===== src/rtl/csa_pipe_add.sv =====
// rtl/csa_pipe_add.sv - two-stage pipelined carry-select adder/subtractor with valid/ready
//
// Purpose:
//   Streams operand beats through a carry-select adder split into two
//   registered stages. Stage 1 ripple-adds segment 0 with the effective
//   carry-in and precomputes both carry-in candidates for every upper
//   segment. Stage 2 walks the select chain and forms sum/cout/ovf.
//   The pipeline is elastic: one beat per cycle while out_ready is high,
//   two beats of buffering under backpressure.
//
// Parameters:
//   WIDTH  operand/result width, must be a multiple of SEG
//   SEG    carry-select segment width, SEG >= 2
//
// Ports:
//   clk        clock, all state on rising edge
//   rst        asynchronous active-high reset
//   in_valid   operand beat valid
//   in_ready   block can accept a beat (combinational)
//   a, b       operands
//   cin        carry-in (ignored when sub=1)
//   sub        0: a+b+cin, 1: a-b
//   out_valid  result beat valid
//   out_ready  consumer accepts result
//   sum        result
//   cout       carry out of MSB (subtract: 1 = no borrow)
//   ovf        signed two's-complement overflow
//
// Configuration:
//   CSA_PIPE_SAT_EN  when defined, sum saturates on signed overflow;
//                    ovf and cout are reported unmodified.

module csa_pipe_add #(
  parameter int WIDTH = 16,
  parameter int SEG   = 4
) (
  input  logic             clk,
  input  logic             rst,
  input  logic             in_valid,
  output logic             in_ready,
  input  logic [WIDTH-1:0] a,
  input  logic [WIDTH-1:0] b,
  input  logic             cin,
  input  logic             sub,
  output logic             out_valid,
  input  logic             out_ready,
  output logic [WIDTH-1:0] sum,
  output logic             cout,
  output logic             ovf
);

  localparam int NSEG  = WIDTH / SEG;
  // Candidate slot j holds segment j+1; keep at least one slot so the
  // declarations stay legal when WIDTH == SEG.
  localparam int NCAND = (NSEG > 1) ? NSEG - 1 : 1;

  generate
    if ((WIDTH % SEG) != 0 || SEG < 2) begin : g_bad_cfg
      $error("csa_pipe_add: WIDTH must be a multiple of SEG and SEG >= 2");
    end
  endgenerate

  // ---------------------------------------------------------------------
  // Handshake
  // ---------------------------------------------------------------------
  logic v1, v2;
  logic advance2;
  logic accept;

  assign advance2  = v1 && (!v2 || out_ready);
  assign in_ready  = !v1 || advance2;
  assign accept    = in_valid && in_ready;
  assign out_valid = v2;

  // ---------------------------------------------------------------------
  // Stage 1 combinational: effective operands and segment candidates
  // ---------------------------------------------------------------------
  logic [WIDTH-1:0]            bx;
  logic                        c0;
  logic [SEG-1:0]              seg0_sum_d;
  logic                        seg0_co_d;
  logic [NCAND-1:0][SEG-1:0]   cs0_d, cs1_d;
  logic [NCAND-1:0]            cc0_d, cc1_d;

  // Subtraction is a + ~b + 1, so the forced carry-in replaces cin.
  assign bx = sub ? ~b : b;
  assign c0 = sub ? 1'b1 : cin;

  always_comb begin
    {seg0_co_d, seg0_sum_d} = {1'b0, a[SEG-1:0]} + {1'b0, bx[SEG-1:0]}
                              + {{SEG{1'b0}}, c0};
    cs0_d = '0;
    cs1_d = '0;
    cc0_d = '0;
    cc1_d = '0;
    for (int j = 0; j < NSEG - 1; j++) begin
      {cc0_d[j], cs0_d[j]} = {1'b0, a[(j+1)*SEG +: SEG]}
                             + {1'b0, bx[(j+1)*SEG +: SEG]};
      {cc1_d[j], cs1_d[j]} = {1'b0, a[(j+1)*SEG +: SEG]}
                             + {1'b0, bx[(j+1)*SEG +: SEG]}
                             + (SEG+1)'(1);
    end
  end

  // ---------------------------------------------------------------------
  // Stage 1 registers
  // ---------------------------------------------------------------------
  logic [SEG-1:0]              seg0_sum_q;
  logic                        seg0_co_q;
  logic [NCAND-1:0][SEG-1:0]   cs0_q, cs1_q;
  logic [NCAND-1:0]            cc0_q, cc1_q;
  logic                        a_msb_q, bx_msb_q;

  always_ff @(posedge clk or posedge rst) begin
    if (rst) begin
      v1         <= 1'b0;
      seg0_sum_q <= '0;
      seg0_co_q  <= 1'b0;
      cs0_q      <= '0;
      cs1_q      <= '0;
      cc0_q      <= '0;
      cc1_q      <= '0;
      a_msb_q    <= 1'b0;
      bx_msb_q   <= 1'b0;
    end else begin
      // A new accept wins over a drain, so simultaneous accept and
      // advance2 simply overwrite stage 1 with the next beat.
      if (accept) begin
        v1         <= 1'b1;
        seg0_sum_q <= seg0_sum_d;
        seg0_co_q  <= seg0_co_d;
        cs0_q      <= cs0_d;
        cs1_q      <= cs1_d;
        cc0_q      <= cc0_d;
        cc1_q      <= cc1_d;
        a_msb_q    <= a[WIDTH-1];
        bx_msb_q   <= bx[WIDTH-1];
      end else if (advance2) begin
        v1 <= 1'b0;
      end
    end
  end

  // ---------------------------------------------------------------------
  // Stage 2 combinational: resolve the carry-select chain
  // ---------------------------------------------------------------------
  logic [WIDTH-1:0] raw_sum;
  logic [WIDTH-1:0] res_sum;
  logic             raw_cout;
  logic             raw_ovf;
  logic             carry;

  always_comb begin
    raw_sum          = '0;
    raw_sum[SEG-1:0] = seg0_sum_q;
    carry            = seg0_co_q;
    for (int j = 0; j < NSEG - 1; j++) begin
      raw_sum[(j+1)*SEG +: SEG] = carry ? cs1_q[j] : cs0_q[j];
      carry                     = carry ? cc1_q[j] : cc0_q[j];
    end
    raw_cout = carry;
  end

  // Overflow: like-signed operands producing a result of the other sign.
  assign raw_ovf = (a_msb_q == bx_msb_q) && (raw_sum[WIDTH-1] != a_msb_q);

`ifdef CSA_PIPE_SAT_EN
  // Operand sign tells the overflow direction: positive operands clamp to
  // the largest positive value, negative ones to the most negative.
  always_comb begin
    res_sum = raw_sum;
    if (raw_ovf) begin
      res_sum = a_msb_q ? {1'b1, {(WIDTH-1){1'b0}}}
                        : {1'b0, {(WIDTH-1){1'b1}}};
    end
  end
`else
  assign res_sum = raw_sum;
`endif

  // ---------------------------------------------------------------------
  // Stage 2 registers
  // ---------------------------------------------------------------------
  always_ff @(posedge clk or posedge rst) begin
    if (rst) begin
      v2   <= 1'b0;
      sum  <= '0;
      cout <= 1'b0;
      ovf  <= 1'b0;
    end else begin
      if (advance2) begin
        v2   <= 1'b1;
        sum  <= res_sum;
        cout <= raw_cout;
        ovf  <= raw_ovf;
      end else if (out_ready) begin
        v2 <= 1'b0;
      end
    end
  end

endmodule


===== config.mk =====
export PLATFORM = sky130hd
export DESIGN_NAME = csa_pipe_add
export DESIGN_NICKNAME = d
export VERILOG_FILES = /design/src/rtl/csa_pipe_add.sv
export SDC_FILE = /design/constraint.sdc
export NUM_CORES = 1
export LEC_CHECK = 0
export CAP_MARGIN = 5
export CELL_PAD_IN_SITES_DETAIL_PLACEMENT = 1
export CELL_PAD_IN_SITES_GLOBAL_PLACEMENT = 1
export CORE_ASPECT_RATIO = 1.25
export CORE_MARGIN = 2
export CORE_UTILIZATION = 41
export DETAILED_ROUTE_END_ITERATION = 16
export GPL_ROUTABILITY_DRIVEN = 0
export PLACE_DENSITY = 0.9
export SLEW_MARGIN = 15
export SYNTH_ARGS = -nofsm -noshare
export SYNTH_HDL_FRONTEND = slang
export SYNTH_SLANG_ARGS = --single-unit

===== constraint.sdc =====
create_clock -name clk -period 2 [get_ports clk]
set_clock_uncertainty 0.15 [all_clocks]
set_input_delay 0.2 -clock clk [delete_from_list [all_inputs] [get_ports clk]]
set_output_delay 0.2 -clock clk [all_outputs]
set_load 0.1 [all_outputs]

==> summary.md, run 1 <==
| Metric | Value |
|---|---|
| Final setup vio count | `3` |
| Status | `complete, but fails checks` |
| Number of remaining DRC errors | `0` |
| Die ar. | `8480 um^2` |
| CP arrival | `approximately 2.2 ns` |
| Vias | `between 2,000 and 3,000` |
| Worst-skew pair later-pin latency | `about 0.35 ns` |
| Routed wire per std cell | `about 20 um` |
| Num Clock Sinks | `57` |
| Hold Crit Class | `in2async` |
| Number of flops mapped to enable cells by yosys | `0` |
| TritonRoute pass-1 iters | `4` |
| Number of global-route vias before repair | `3,218` |
| Final Worst Setup Slack | `-0.0820 ns` |
| Crit-path max cell delay | `0.47 ns` |
| Die W | `82.8 um` |
| First-pass GRT wire length | `16,000 um` |
| Max Clock Freq | `0.480 GHz` |
| Area of the multi-input gates | `between 1500 and 2000 um^2` |
| Total global routing overflow | `0` |
| Syn_nets | `roughly 370` |
| H-tree Lvls | `3` |
| Top_reg_cell synth | `dfrtp_1` |
| Worst VDD drop | `0.687 mV` |
| Final net count | `about 480` |
| Area Overhead vs Synth | `45.4%` |
| RSZ-0062 raised after global routing | `true` |
| Seq/Total Area, Yosys | `0.448` |
| Final instance area | `around 4600 um^2` |
| Unique cell type count in the Yosys netlist | `37` |
| Yosys warns | `0` |
| Routed Antenna Nets | `0` |
| Final min period | `2.08 ns` |
| DP Worst Slack | `-1.19 ns` |
| Crit path cell chain | `clkdlybuf4s50_1 -> xor2_1 -> ha_2 -> a21oi_2 -> a21oi_1 -> o31a_1 -> o31ai_2` |
| Number of hold buffers added after cts | `0` |
| Placed Area | `just over 4000 um^2` |
| # IOs | `slightly below 60` |
| Total core area | `between 7000 and 8000 um^2` |
| Post-Syn Area | `3180 um^2` |
| Synth Area per Inst | `slightly above 10 um^2` |
| CP max FO | `4` |
| Slowest stage cell, crit path | `clkdlybuf4s50_1` |
| Detailed placer's ending HPWL | `6430 um` |
| Critical path launch point type | `input pin` |
| Failing checks | `negative setup slack` |
| Final slew viol count | `0` |
| Overall routed net length | `10,400 um` |
| Worst Path Buf+Inv | `1` |
| Final hold vios | `0` |
| Worst slew margin | `0.661` |
| Layout cells sized above 1 | `0.335` |
| # diodes | `0` |
| Die Span Y | `102 um` |
| Tcrit/Tclk final | `1.04` |
| Filler cell count | `between 800 and 900` |
| PD cells | `around 1200 nW/um^2` |
| Initial antenna violation count | `0` |
| Crit end category | `register` |
| Clk slew on worst S/H paths | `0.07 ns` |
| Largest net degree at the start of global routing | `32` |
| Vias per cell | `around 5.5` |
| IO Port Bufs | `57` |
| WS Path Type | `in2reg` |
| CP delay by family, top | `compound AO/OA/AOI/OAI gates` |
| FF/Latch Area | `approximately 1400 um^2` |
| Max-cap violation count | `0` |
| Max clock buf depth | `2` |
| Root buffer cell | `clkbuf_8` |
| Synth Instances | `312` |
| Num rows | `35` |
| Initial DRC count | `73` |
| CTS tree | `done` |
| Worst-Margin Slew | `0.508 ns` |
| Required @ worst endpoint | `between 2 and 2.5 ns` |
| Gr usage total | `0.262` |
| FF+latch count, synth | `57` |
| Synth async-reset ratio | `1.00` |
| WHS | `~0.025 ns` |
| Initial Util | `0.427` |
| Leakage power total | `between 0.002 and 0.0025 uW` |
| CTS Buf Count | `9` |
==> final timing paths <==
kind | from | end | slack [ns] | cells after the start
setup / recovery | b[10] | cc1_q[1] | -0.08 | 7
hold / removal | rst | cs0_q[7] | 0.02 | 2
setup reg to reg | seg0_co_q | sum[13] | 0.02 | 4
hold reg to reg | cs1_q[10] | cs1_q[10] | 0.33 | 2
max in group asynchronous | rst | cs1_q[2] | 1.06 | 3
min in group clk | cin | seg0_sum_q[0] | 0.30 | 5
==> cells by family after synthesis <==
logic type | count (synthesis) | share of synthesized area
compound gates | 52 | 0.0984
fa+ha+maj | 24 | 0.106
mux | 25 | 0.0893
buf+inv | 22 | 0.0291
xor+xnor | 26 | 0.0846
flops | 57 | 0.448
simple gates | 106 | 0.144
==> flip-flops by register name, indices dropped and copies added (netlist names), 3 cells and up <==
| register | cells |
|---|---|
| cs1_q | 12 |
| cc1_q | 3 |
| cs0_q | 12 |
| cc0_q | 3 |
| sum | 16 |
| seg0_sum_q | 4 |
==> worst reg2reg max path, stage by stage (launching register included) <==
cell,delay (ns)
dfrtp_1,0.48
mux2i_4,0.43
mux2i_4,0.42
mux2i_1,0.29
o21ai_1,0.09
==> cells in the mapped netlist, drive strengths merged (2+ instances only) <==
master	number	share of area
clkbuf	8	0.0094
o31a	2	0.0055
mux2i	18	0.065
ha	19	0.075
dfrtp	57	0.45
o21a	2	0.0047
and2	5	0.0098
mux2	7	0.025
nand2b	3	0.0059
a21o	5	0.012
o21ai	25	0.039
xnor3	3	0.021
nor4	2	0.0039
xnor2	3	0.0083
nor2	8	0.0094
and3	2	0.0039
nand2	75	0.089
nand3	5	0.0079
or2	2	0.0039
a21oi	9	0.014
fa	5	0.031
o31ai	4	0.0094
inv	9	0.011
xor2	20	0.055
a22o	2	0.0055
buf	5	0.0090
==> power breakdown <==
part           internal (uW)  switching (uW)
combinational            947            1870
clock                    677             473
sequential              1490             240
total                   3110            2590
==> final cells by class <==
type	count	area share
sequential	57	0.309
timing repair buffer	109	0.207
inverter	9	0.00730
clock buffer	14	0.0373
tap	92	0.0249
multi-input combinational	233	0.408
clock inverter	2	0.00757
==> timing repair <==
| item | 4_1_cts | 5_1_grt |
|---|---|---|
| pin swaps | 22 | 16 |
| endpoints found under the setup margin | 25 | 9 |
| gates resized for setup | 54 | 22 |
| setup buffers | 9 | 2 |
==> cells in the final DEF, fill, tap and decap left out, types with 3 or more instances in the layout <==
master	netlist	final
nand2_1	75	71
buf_4	0	67
dfrtp_1	57	56
clkdlybuf4s50_1	0	24
o21ai_0	21	18
mux2i_1	16	16
xor2_1	20	12
clkbuf_8	0	12
ha_1	19	11
dlygate4sd2_1	0	9
xor2_2	0	8
nor2_1	8	7
mux2_2	7	7
o21ai_1	4	7
inv_1	9	6
ha_2	0	6
and2_1	5	5
a21o_1	5	5
a21oi_2	0	4
a21oi_1	9	4
nand3_1	5	4
fa_2	0	4
nand2_2	0	3
inv_2	0	3
xnor2_1	3	3
nand2b_1	3	3
xnor3_1	3	3
buf_6	1	3
buf_12	0	3
==> per-stage QoR <==
step / total power [uW] / utilization / setup TNS (ns) / cells
finish: 5700 / 0.621 / -0.153 / 516
global route: 5970 / 0.621 / -0.317 / 516
global placement: 4170 / 0.552 / -14.14 / 489
CTS: 5580 / 0.607 / -0.172 / 514
floorplan: 3530 / - / -22.15 / 312
detailed placement: 4300 / 0.552 / -17.23 / 489
==> layer usage <==
metal | track usage | routed length (um) | vias up
li1 | - | - | 1263
met1 | 0.262 | 3610 | 1415
met2 | 0.486 | 5760 | 107
met3 | 0.0610 | 504 | 47
met4 | 0.145 | 575 | 0
met5 | 0 | 0 | -
No activity file was read; power rests on OpenSTA's default activity.
==> run 2: changes to the inputs <==
--- a/config.mk
+++ b/config.mk
@@ -8,12 +8,12 @@
 export CAP_MARGIN = 5
 export CELL_PAD_IN_SITES_DETAIL_PLACEMENT = 1
 export CELL_PAD_IN_SITES_GLOBAL_PLACEMENT = 1
-export CORE_ASPECT_RATIO = 1.25
+export CORE_ASPECT_RATIO = 0.6
 export CORE_MARGIN = 2
-export CORE_UTILIZATION = 41
+export CORE_UTILIZATION = 37
 export DETAILED_ROUTE_END_ITERATION = 16
 export GPL_ROUTABILITY_DRIVEN = 0
-export PLACE_DENSITY = 0.9
+export PLACE_DENSITY = 0.86
 export SLEW_MARGIN = 15
 export SYNTH_ARGS = -nofsm -noshare
 export SYNTH_HDL_FRONTEND = slang
==> constraint.sdc (replaced) <==
create_clock -name clk -period 1.8 [get_ports clk]
set_clock_uncertainty 0.15 [all_clocks]
set_input_delay 0.18 -clock clk [delete_from_list [all_inputs] [get_ports clk]]
set_output_delay 0.18 -clock clk [all_outputs]
set_load 0.1 [all_outputs]
==> summary.md, run 2 (same netlist as run 1, synthesis figures left out) <==
| Metric | Value |
|---|---|
| Status | `complete, but fails checks` |
| Failing checks | `negative setup slack` |
| CP arrival | `2.24 ns (+0.06 ns)` |
| Worst-skew pair later-pin latency | `0.34 ns (about the same)` |
| Worst VDD drop | `1.04 mV (+52%)` |
| R2R setup slack | `-0.09 ns (-0.11 ns)` |
| CP endpoint | `cc1_q[2]` |
| Layout cells sized above 1 | `0.405 (+0.0702)` |
| Slowest stage cell, crit path | `fa_2` |
| Die W | `124 um (+49%)` |
| Die ar. | `9380 um^2 (+11%)` |
| Most common cell after layout, fill and taps aside | `nand2_1` |
| Tcrit/Tclk final | `1.19` |
| Worst-Margin Slew | `0.423 ns (-0.0850 ns)` |
| IO Port Bufs | `57 (unchanged)` |
| Final instance area | `5230 um^2 (+13%)` |
| CTS tree | `done` |
| Required @ worst endpoint | `1.90 ns (-0.20 ns)` |
| Routed Antenna Nets | `0 (unchanged)` |
| Root buffer cell | `clkbuf_16` |
| Num Clock Sinks | `57 (unchanged)` |
| Total core area | `8430 um^2 (+13%)` |
| Overall routed net length | `11,500 um (+10%)` |
| Crit path cell chain | `buf_8 -> xor2_1 -> ha_2 -> inv_2 -> fa_2 -> inv_2 -> ha_4 -> nand2_2 -> and4bb_2 -> or2_4 -> o211ai_1` |
| Initial antenna violation count | `1 (+1)` |
| Routed wire per std cell | `21.3 um (+5.3%)` |
| R2R depth | `4 (unchanged)` |
| Initial DRC count | `147 (+100%)` |
| Total global routing overflow | `0 (unchanged)` |
| Leakage power total | `0.00239 uW (+7.2%)` |
| Worst setup path start | `sub` |
| Max reg flops | `16 (unchanged)` |
| Vias per cell | `5.21 (-5.2%)` |
| Design Power | `7690 uW (+35%)` |
| Final setup TNS | `-2.18 ns (-2.03 ns)` |
| Commonest cells after routing, fill and taps aside | `nand2_1 (71), dfrtp_1 (56), buf_4 (50)` |
| WS Path Type | `in2reg` |
| Critical path launch point type | `input pin` |
| H-tree Lvls | `3 (unchanged)` |
| Hold Crit Class | `in2async` |
| PD cells | `1470 nW/um^2 (+19%)` |
| Vias | `2,811 (-0.74%)` |
| Final cell count without fillers | `540 (+4.7%)` |
| Top cell by count, worst path | `inv_2` |
| Reg2reg end | `sum[13]` |
| Max-cap violation count | `0 (unchanged)` |
| Final Worst Setup Slack | `-0.341 ns (-0.259 ns)` |
| Clk slew on worst S/H paths | `0.05 ns (-0.02 ns)` |
| Final setup vio count | `15 (+12)` |
| RSZ-0062 raised after global routing | `true` |
| Final slew viol count | `0 (unchanged)` |
| Number of remaining DRC errors | `0 (unchanged)` |
| Initial Util | `0.377 (-0.0497)` |
| Gr usage total | `0.246 (-0.0153)` |
| Detailed placer's ending HPWL | `6820 um (+6.0%)` |
| Placed Area | `4360 um^2 (+6.2%)` |
| Final net count | `484 (+0.62%)` |
| Max Clock Freq | `around 0.47 GHz` |
| Num rows | `26 (-26%)` |
| Die Span Y | `75.8 um (-26%)` |
| Max clock buf depth | `2 (unchanged)` |
| CP max FO | `3 (-1)` |
| Crit-path max cell delay | `0.56 ns (+0.09 ns)` |
| First-pass GRT wire length | `16,700 um (+4.5%)` |
| Final hold vios | `0 (unchanged)` |
| TritonRoute pass-1 iters | `4 (unchanged)` |
| # IOs | `58 (unchanged)` |
| Final min period | `roughly 2.1 ns` |
| Largest registers | `sum: 16 flops, cs0_q: 12 flops, cs1_q: 12 flops` |
| Worst slew margin | `0.717 (+0.0560)` |
| Reg with most FFs | `sum` |
| WHS | `0.00967 ns (-0.0151 ns)` |
| Largest net degree at the start of global routing | `47 (+47%)` |
| Crit end category | `register` |
| Area Overhead vs Synth | `64.4%` |
| Number of global-route vias before repair | `3,047 (-5.3%)` |
| CTS Buf Count | `9 (unchanged)` |
| Reg2reg start | `seg0_co_q` |
| DP Cell Count | `508 (+3.9%)` |
==> run 2: changes by cell type in the layout (fill, tap and decap cells not counted), sizes merged <==
cell,delta
bufinv,+1
buf,+3
diode,+1
clkinvlp,+2
clkbuf,-2
clkdlybuf4s50,-1
==> run 2: what timing repair did <==
action / CTS / global route
setup endpoints to repair: 29 / 24
hold buffers: 0 / 0
setup buffers: 8 / 7
hold endpoints to repair: 0 / 0
pin swaps: 35 / 23
resized for setup: 75 / 47
==> run 2: area by class of cell <==
type	count	area, um^2
Clock buffer	11	233
Tap cell	112	140
Sequential cell	57	1430
Fill cell	870	3200
Timing Repair Buffer	112	1220
Antenna cell	1	2.50
Inverter	9	33.8
Multi-Input combinational cell	233	2090
Clock inverter	5	80.1
==> run 2: worst max-delay path: cells and delay by family <==
kind	cells	cell delay [ns]
compound gates	1	0.17
simple gates	3	0.57
buf+inv	3	0.20
xor+xnor	1	0.18
fa+ha+maj	3	0.95
==> run 2: per-stage QoR <==
step                      worst slack, ns   util
final                              -0.341  0.621
after global routing               -0.402  0.621
after CTS                          -0.270  0.589
after detailed placement            -1.45  0.518
after global placement              -1.00  0.518
after floorplan                    -0.882      -
==> run 2: worst min path at each step <==
stage / endpoint / slack, ns / depth (start not counted)
after detailed placement: cs0_q[0] / 0.31 / 2
after global routing: sum[10] / 0.05 / 2
after global placement: cs0_q[0] / 0.31 / 2
after floorplan: a_msb_q / 0.14 / 2
after CTS: sum[10] / 0.02 / 2
final: sum[10] / 0.01 / 2
==> run 2: power breakdown <==
part	internal, uW	switching (uW)
logic	1600	2230
registers	1660	376
clock network	1210	617
==> run 2: routing by layer <==
layer,share of wire,vias up,global-route usage
li1,-,1267,-
met1,0.43,1410,0.308
met2,0.48,105,0.416
met3,0.054,29,0.0674
met4,0.028,0,0.0909
met5,0,-,0
==> run 3: changes to the inputs <==
--- a/config.mk
+++ b/config.mk
@@ -5,7 +5,6 @@
 export SDC_FILE = /design/constraint.sdc
 export NUM_CORES = 1
 export LEC_CHECK = 0
-export CAP_MARGIN = 5
 export CELL_PAD_IN_SITES_DETAIL_PLACEMENT = 1
 export CELL_PAD_IN_SITES_GLOBAL_PLACEMENT = 1
 export CORE_ASPECT_RATIO = 0.6
==> results of run 3 <==
Same layout as run 2: the final DEF is identical, and so are final timing and power.
